## src/rtl/clock_pkg.sv

```systemverilog
// Shared clock/calendar constants: mode encodings and field widths.
package clock_pkg;

  localparam logic [2:0] MODE_SET_DAY  = 3'b100;
  localparam logic [2:0] MODE_SET_MON  = 3'b101;
  localparam logic [2:0] MODE_SET_YEAR = 3'b110;
  localparam logic [2:0] MODE_SET_HOUR = 3'b111;

  localparam int unsigned SEC_W  = 6;
  localparam int unsigned MIN_W  = 6;
  localparam int unsigned HOUR_W = 5;
  localparam int unsigned DAY_W  = 5;
  localparam int unsigned MON_W  = 4;
  localparam int unsigned MODE_W = 3;

  // True for the modes in which the buttons edit a date field.
  function automatic logic is_date_edit_mode(input logic [MODE_W-1:0] m);
    return (m == MODE_SET_DAY) || (m == MODE_SET_MON) || (m == MODE_SET_YEAR);
  endfunction

endpackage

```

## src/rtl/date_counter_if.sv

```systemverilog
// Time inputs, user controls and calendar outputs of the date stage.
interface date_counter_if
  import clock_pkg::*;
#(
  parameter int unsigned YEAR_W = 12
);

  logic [SEC_W-1:0]  sec;
  logic [MIN_W-1:0]  min;
  logic [HOUR_W-1:0] hour;
  logic              btn_up;
  logic              btn_down;
  logic [MODE_W-1:0] mode;
  logic [DAY_W-1:0]  day;
  logic [MON_W-1:0]  month;
  logic [YEAR_W-1:0] year;
  logic              leap;
  logic              day_tick;

  modport master (
    output sec, min, hour, btn_up, btn_down, mode,
    input  day, month, year, leap, day_tick
  );

  modport slave (
    input  sec, min, hour, btn_up, btn_down, mode,
    output day, month, year, leap, day_tick
  );

endinterface

```

## src/rtl/month_len.sv

```systemverilog
// Days in a month for a given year, with the Gregorian leap-year flag.
module month_len
  import clock_pkg::*;
#(
  parameter int unsigned YEAR_W = 12
) (
  input  logic [MON_W-1:0]  month,
  input  logic [YEAR_W-1:0] year,
  output logic [DAY_W-1:0]  dim,
  output logic              leap
);

  always_comb begin
    leap = (((year % YEAR_W'(4)) == '0) && ((year % YEAR_W'(100)) != '0))
           || ((year % YEAR_W'(400)) == '0);
    dim  = DAY_W'(31);
    case (month)
      MON_W'(2):                         dim = leap ? DAY_W'(29) : DAY_W'(28);
      MON_W'(4), MON_W'(6),
      MON_W'(9), MON_W'(11):             dim = DAY_W'(30);
      default:                           dim = DAY_W'(31);
    endcase
  end

endmodule

```

## src/rtl/date_counter.sv

```systemverilog
// Calendar stage: advances day/month/year at midnight rollover and applies
// button edits in the set modes, clamping the day into the month's range.
module date_counter
  import clock_pkg::*;
#(
  parameter int unsigned YEAR_MIN = 2000,
  parameter int unsigned YEAR_MAX = 2099,
  parameter int unsigned YEAR_W   = 12
) (
  input  logic          clk_1Hz,
  input  logic          rst,
  date_counter_if.slave bus
);

  logic [DAY_W-1:0]  day_q,   day_n;
  logic [MON_W-1:0]  month_q, month_n;
  logic [YEAR_W-1:0] year_q,  year_n;
  logic              tick_q,  tick_n;

  logic [DAY_W-1:0]  cur_dim, cand_dim;
  logic              cur_leap, cand_leap_unused;
  logic [MON_W-1:0]  cand_month;
  logic [YEAR_W-1:0] cand_year;

  logic rollover, edit, up;

  month_len #(.YEAR_W(YEAR_W)) u_cur_len (
    .month (month_q),
    .year  (year_q),
    .dim   (cur_dim),
    .leap  (cur_leap)
  );

  month_len #(.YEAR_W(YEAR_W)) u_cand_len (
    .month (cand_month),
    .year  (cand_year),
    .dim   (cand_dim),
    .leap  (cand_leap_unused)
  );

  // Midnight detect is suppressed while the hour itself is being set.
  assign rollover = (bus.sec == SEC_W'(59)) && (bus.min == MIN_W'(59))
                    && (bus.hour == HOUR_W'(23)) && (bus.mode != MODE_SET_HOUR);
  assign edit     = is_date_edit_mode(bus.mode) && (~bus.btn_up | ~bus.btn_down);
  assign up       = ~bus.btn_up;

  // Month/year after a month or year edit; feeds the clamp lookup.
  always_comb begin
    cand_month = month_q;
    cand_year  = year_q;
    if (edit && (bus.mode == MODE_SET_MON)) begin
      if (up) cand_month = (month_q >= MON_W'(12)) ? MON_W'(1) : month_q + MON_W'(1);
      else    cand_month = (month_q <= MON_W'(1)) ? MON_W'(12) : month_q - MON_W'(1);
    end
    if (edit && (bus.mode == MODE_SET_YEAR)) begin
      if (up) cand_year = (year_q >= YEAR_W'(YEAR_MAX)) ? YEAR_W'(YEAR_MIN) : year_q + YEAR_W'(1);
      else    cand_year = (year_q <= YEAR_W'(YEAR_MIN)) ? YEAR_W'(YEAR_MAX) : year_q - YEAR_W'(1);
    end
  end

  // Next-state mux: edits take precedence over the automatic advance.
  always_comb begin
    day_n   = day_q;
    month_n = month_q;
    year_n  = year_q;
    tick_n  = 1'b0;
    if (edit) begin
      case (bus.mode)
        MODE_SET_DAY: begin
          if (up) day_n = (day_q >= cur_dim) ? DAY_W'(1) : day_q + DAY_W'(1);
          else    day_n = (day_q <= DAY_W'(1)) ? cur_dim : day_q - DAY_W'(1);
        end
        default: begin
          month_n = cand_month;
          year_n  = cand_year;
          day_n   = (day_q > cand_dim) ? cand_dim : day_q;
        end
      endcase
    end else if (rollover) begin
      tick_n = 1'b1;
      if (day_q < cur_dim) begin
        day_n = day_q + DAY_W'(1);
      end else begin
        day_n = DAY_W'(1);
        if (month_q >= MON_W'(12)) begin
          month_n = MON_W'(1);
          year_n  = (year_q >= YEAR_W'(YEAR_MAX)) ? YEAR_W'(YEAR_MIN) : year_q + YEAR_W'(1);
        end else begin
          month_n = month_q + MON_W'(1);
        end
      end
    end
  end

  always_ff @(posedge clk_1Hz) begin
    if (rst) begin
      day_q   <= DAY_W'(1);
      month_q <= MON_W'(1);
      year_q  <= YEAR_W'(YEAR_MIN);
      tick_q  <= 1'b0;
    end else begin
      day_q   <= day_n;
      month_q <= month_n;
      year_q  <= year_n;
      tick_q  <= tick_n;
    end
  end

  assign bus.day      = day_q;
  assign bus.month    = month_q;
  assign bus.year     = year_q;
  assign bus.leap     = cur_leap;
  assign bus.day_tick = tick_q;

endmodule
```

## src/flat_wrapper.sv

```systemverilog
// flat-port wrapper written by rule: the top's interface ports become plain ports
module date_counter_flat import clock_pkg::*;
#(
  parameter int unsigned YEAR_MIN = 2000,
  parameter int unsigned YEAR_MAX = 2099,
  parameter int unsigned YEAR_W   = 12
)
  (clk_1Hz, rst, bus_sec, bus_min, bus_hour, bus_btn_up, bus_btn_down, bus_mode, bus_day, bus_month, bus_year, bus_leap, bus_day_tick);
  date_counter_if #(.YEAR_W(YEAR_W)) bus_i ();
  input  logic clk_1Hz;
  input  logic rst;
  input wire logic [$bits(bus_i.sec)-1:0] bus_sec;
  input wire logic [$bits(bus_i.min)-1:0] bus_min;
  input wire logic [$bits(bus_i.hour)-1:0] bus_hour;
  input wire logic [$bits(bus_i.btn_up)-1:0] bus_btn_up;
  input wire logic [$bits(bus_i.btn_down)-1:0] bus_btn_down;
  input wire logic [$bits(bus_i.mode)-1:0] bus_mode;
  output wire logic [$bits(bus_i.day)-1:0] bus_day;
  output wire logic [$bits(bus_i.month)-1:0] bus_month;
  output wire logic [$bits(bus_i.year)-1:0] bus_year;
  output wire logic [$bits(bus_i.leap)-1:0] bus_leap;
  output wire logic [$bits(bus_i.day_tick)-1:0] bus_day_tick;
  assign bus_i.sec = bus_sec;
  assign bus_i.min = bus_min;
  assign bus_i.hour = bus_hour;
  assign bus_i.btn_up = bus_btn_up;
  assign bus_i.btn_down = bus_btn_down;
  assign bus_i.mode = bus_mode;
  assign bus_day = bus_i.day;
  assign bus_month = bus_i.month;
  assign bus_year = bus_i.year;
  assign bus_leap = bus_i.leap;
  assign bus_day_tick = bus_i.day_tick;
  date_counter #(.YEAR_MIN(YEAR_MIN), .YEAR_MAX(YEAR_MAX), .YEAR_W(YEAR_W)) u_core (.clk_1Hz(clk_1Hz), .rst(rst), .bus(bus_i));
endmodule
```

## config.mk

```make
export PLATFORM = sky130hd
export DESIGN_NAME = date_counter_flat
export DESIGN_NICKNAME = d
export VERILOG_FILES = /design/src/rtl/clock_pkg.sv /design/src/rtl/date_counter_if.sv /design/src/rtl/month_len.sv /design/src/rtl/date_counter.sv /design/src/flat_wrapper.sv
export SDC_FILE = /design/constraint.sdc
export NUM_CORES = 1
export LEC_CHECK = 0
export CORE_MARGIN = 2
export CORE_UTILIZATION = 45
export DETAILED_ROUTE_END_ITERATION = 12
export SLEW_MARGIN = 10
export SYNTH_ARGS = -nofsm -noshare
export SYNTH_HDL_FRONTEND = slang
export SYNTH_HIERARCHICAL = 1
export SYNTH_SLANG_ARGS = --single-unit
```

## constraint.sdc

```tcl
create_clock -name clk_1Hz -period 9.2 [get_ports clk_1Hz]
set_clock_uncertainty 0.05 [all_clocks]
set_input_delay 1.84 -clock clk_1Hz [delete_from_list [all_inputs] [get_ports clk_1Hz]]
set_output_delay 1.84 -clock clk_1Hz [all_outputs]
set_load 0.05 [all_outputs]
```

==> results.md <==
- Core Footprint: 0.0119 sq mm
- GPL Wtd Cong: between 0.9 and 1
- WL/cell: about 19 um
- Area of the multi-input gates: between 0.004 and 0.005 sq mm
- GRT Total Usage: 26.7%
- Largest net degree at the start of global routing: 38
- Fin Setup TNS: 0 ns
- I/O pin total: between 40 and 50
- Worst-path maximum fanout: 14
- First-pass GRT wire length: a little under 30000 um
- Antenna-violating nets left: 0
- Ant diodes: 0
- Vias in the first global route: ~5800
- VDD IR-drop max: roughly 0.055 mV
- Port bufs: 46
- Clk sinks: 22
- Design Area, Final: roughly 0.0060 sq mm
- Cell with the largest stage delay on the worst path: or4_1
- Clk pwr share: 25.8%
- Layout cell share with drive strength beyond 1: 8.03%
- HPWL Detailed: 13000 um
- Switch Pwr: a little over 0.2 mW
- Rows: 40
- Worst EP arrival: ~9 ns
- PwrDens: 82.5 mW/mm^2
- Yosys Warn Count: 6
- DRT Wirelength: 17700 um
- Reg power frac: a little over a fifth
- Routed vias: 6455
- CTS tree: yes
- Dpl cell area: slightly below 0.006 sq mm
- WS Path Type: primary input to flop
- Post-CTS Setup Bufs: 0
- Reg-to-Reg Start: u_core/bus.year[8]
- CTS H-tree depth: 1
- First-pass DRT Iterations: 7
- Fill count: around 1200
- Final #Nets: roughly 850
- Fin crit share: 94.4%
- Endpoints failing setup: 0
- Chip Height: between 100 and 150 um
- Fin. Hold Viols: 0
- Crit path required time: 9.33 ns
- CP max stage delay: 0.60 ns
- Int Pwr: around 0.29 mW
- RSZ-0062 raised after global routing: false
- Worst-Margin Slew: 1.11 ns
- Hold path startpoint: u_core/bus.day[4]
- Worst Hold Class: flop to flop
- # DRC: 0
- Slew headroom: roughly 26%
- Hold depth: 2
- Crit path launch type: primary input
- Worst skew pair latency: between 0.2 and 0.3 ns
- Most frequent cells in the layout: a21oi_1, nor2_1, nand2_1
- Commonest non-fill, non-tap cell in the layout: a21oi_1
- Area delta synth->final: 10.5%
- Switching share of power: between 40% and 50%
- Leak pwr: approximately 2.3 nW
- Cell Area, Synth: about 0.0054 sq mm
- Initial antenna violation count: 0
- Syn_area_per_cell: 6.77 sq um
- Post-route minimum period: a little under 9 ns
- Initial Utilization: 45.7%
- FF+latch area: between 400 and 500 sq um
- Nature of the critical path endpoint: flop
- Post-Syn Instances: ~800
- Clock slew at reported path FFs: around 0.070 ns
- Count of pins over their slew limit: 0
- DR iter-0 viols: 844
- Crit. Startpoint: bus_mode[2]
- Cells on worst reg2reg path: 24
- Status: finished clean
- FMAX: 115 MHz
- Max Cap Viol: 0
- Most used cell, CP: a21oi_1
- GRT overflow: 0
- Die X: 114 um
- Vias/cell: between 6 and 7
- Clk root buf: clkbuf_16
- Combinational power share: 52.4%
- DIE AREA: approximately 0.013 sq mm
- Max clock buf depth: 2
- CTS Buf Count: 3
[metal layers]
metal  up-vias  wire (um)  global-route usage, %
met5         -          0                      0
met1      3019       8110                   37.9
li1       3107          -                      -
met2       293       8070                   43.1
met4         0        291                   5.77
met3        36       1220                   3.51
[through the flow]
stage                     std cells  utilization [%]  worst slack [ns]  hold slack [ns]  total power, mW
final                           956             50.5             0.513            0.580            0.496
after global routing            956             50.5            0.0361            0.622            0.527
after CTS                       956             50.4             0.444            0.585            0.492
after detailed placement        952             49.5             0.191            0.576            0.363
after global placement          952             49.5             0.454            0.558            0.358
after floorplan                 808                -              1.82            0.749            0.302
[state kept, by name, indices dropped and copies added, names as in the netlist]
| register | flops |
|---|---|
| u_core/bus.day | 5 |
| u_core/bus.day_tick | 1 |
| u_core/bus.month | 4 |
| u_core/bus.year | 12 |
[power by group through the flow]
stage               clock network [mW]  registers, mW  logic [mW]
global route                     0.135          0.109       0.283
CTS                              0.131          0.108       0.253
detailed placement                   0          0.110       0.252
finish                           0.128          0.108       0.260
global placement                     0          0.110       0.248
floorplan                            0          0.118       0.184
[area by class of cell]
type / count / area share [%]
Multi-Input combinational cell: 675 / 74.9
Timing Repair Buffer: 69 / 10.5
Sequential cell: 22 / 7.32
Tap cell: 147 / 3.06
Inverter: 39 / 2.43
Clock buffer: 3 / 1.25
Clock inverter: 1 / 0.499
[path summary, 6_finish.rpt]
check | endpoint | slack [ns]
setup / recovery | u_core/bus.day[1] | 0.51
hold / removal | u_core/bus.day[4] | 0.58
setup reg to reg | u_core/bus.day[1] | 1.41
hold reg to reg | u_core/bus.day[4] | 0.58
[critical path, delay by kind of cell]
family,cells,cell delay (ns)
buf+inv,2,0.74
simple gates,6,1.82
compound gates,17,4.09
fa+ha+maj,1,0.30
[repair_timing]
item	CTS	global route
hold buffers	0	0
resized for setup	0	3
setup endpoints to repair	0	5
No activity file was read; power rests on OpenSTA's default activity.
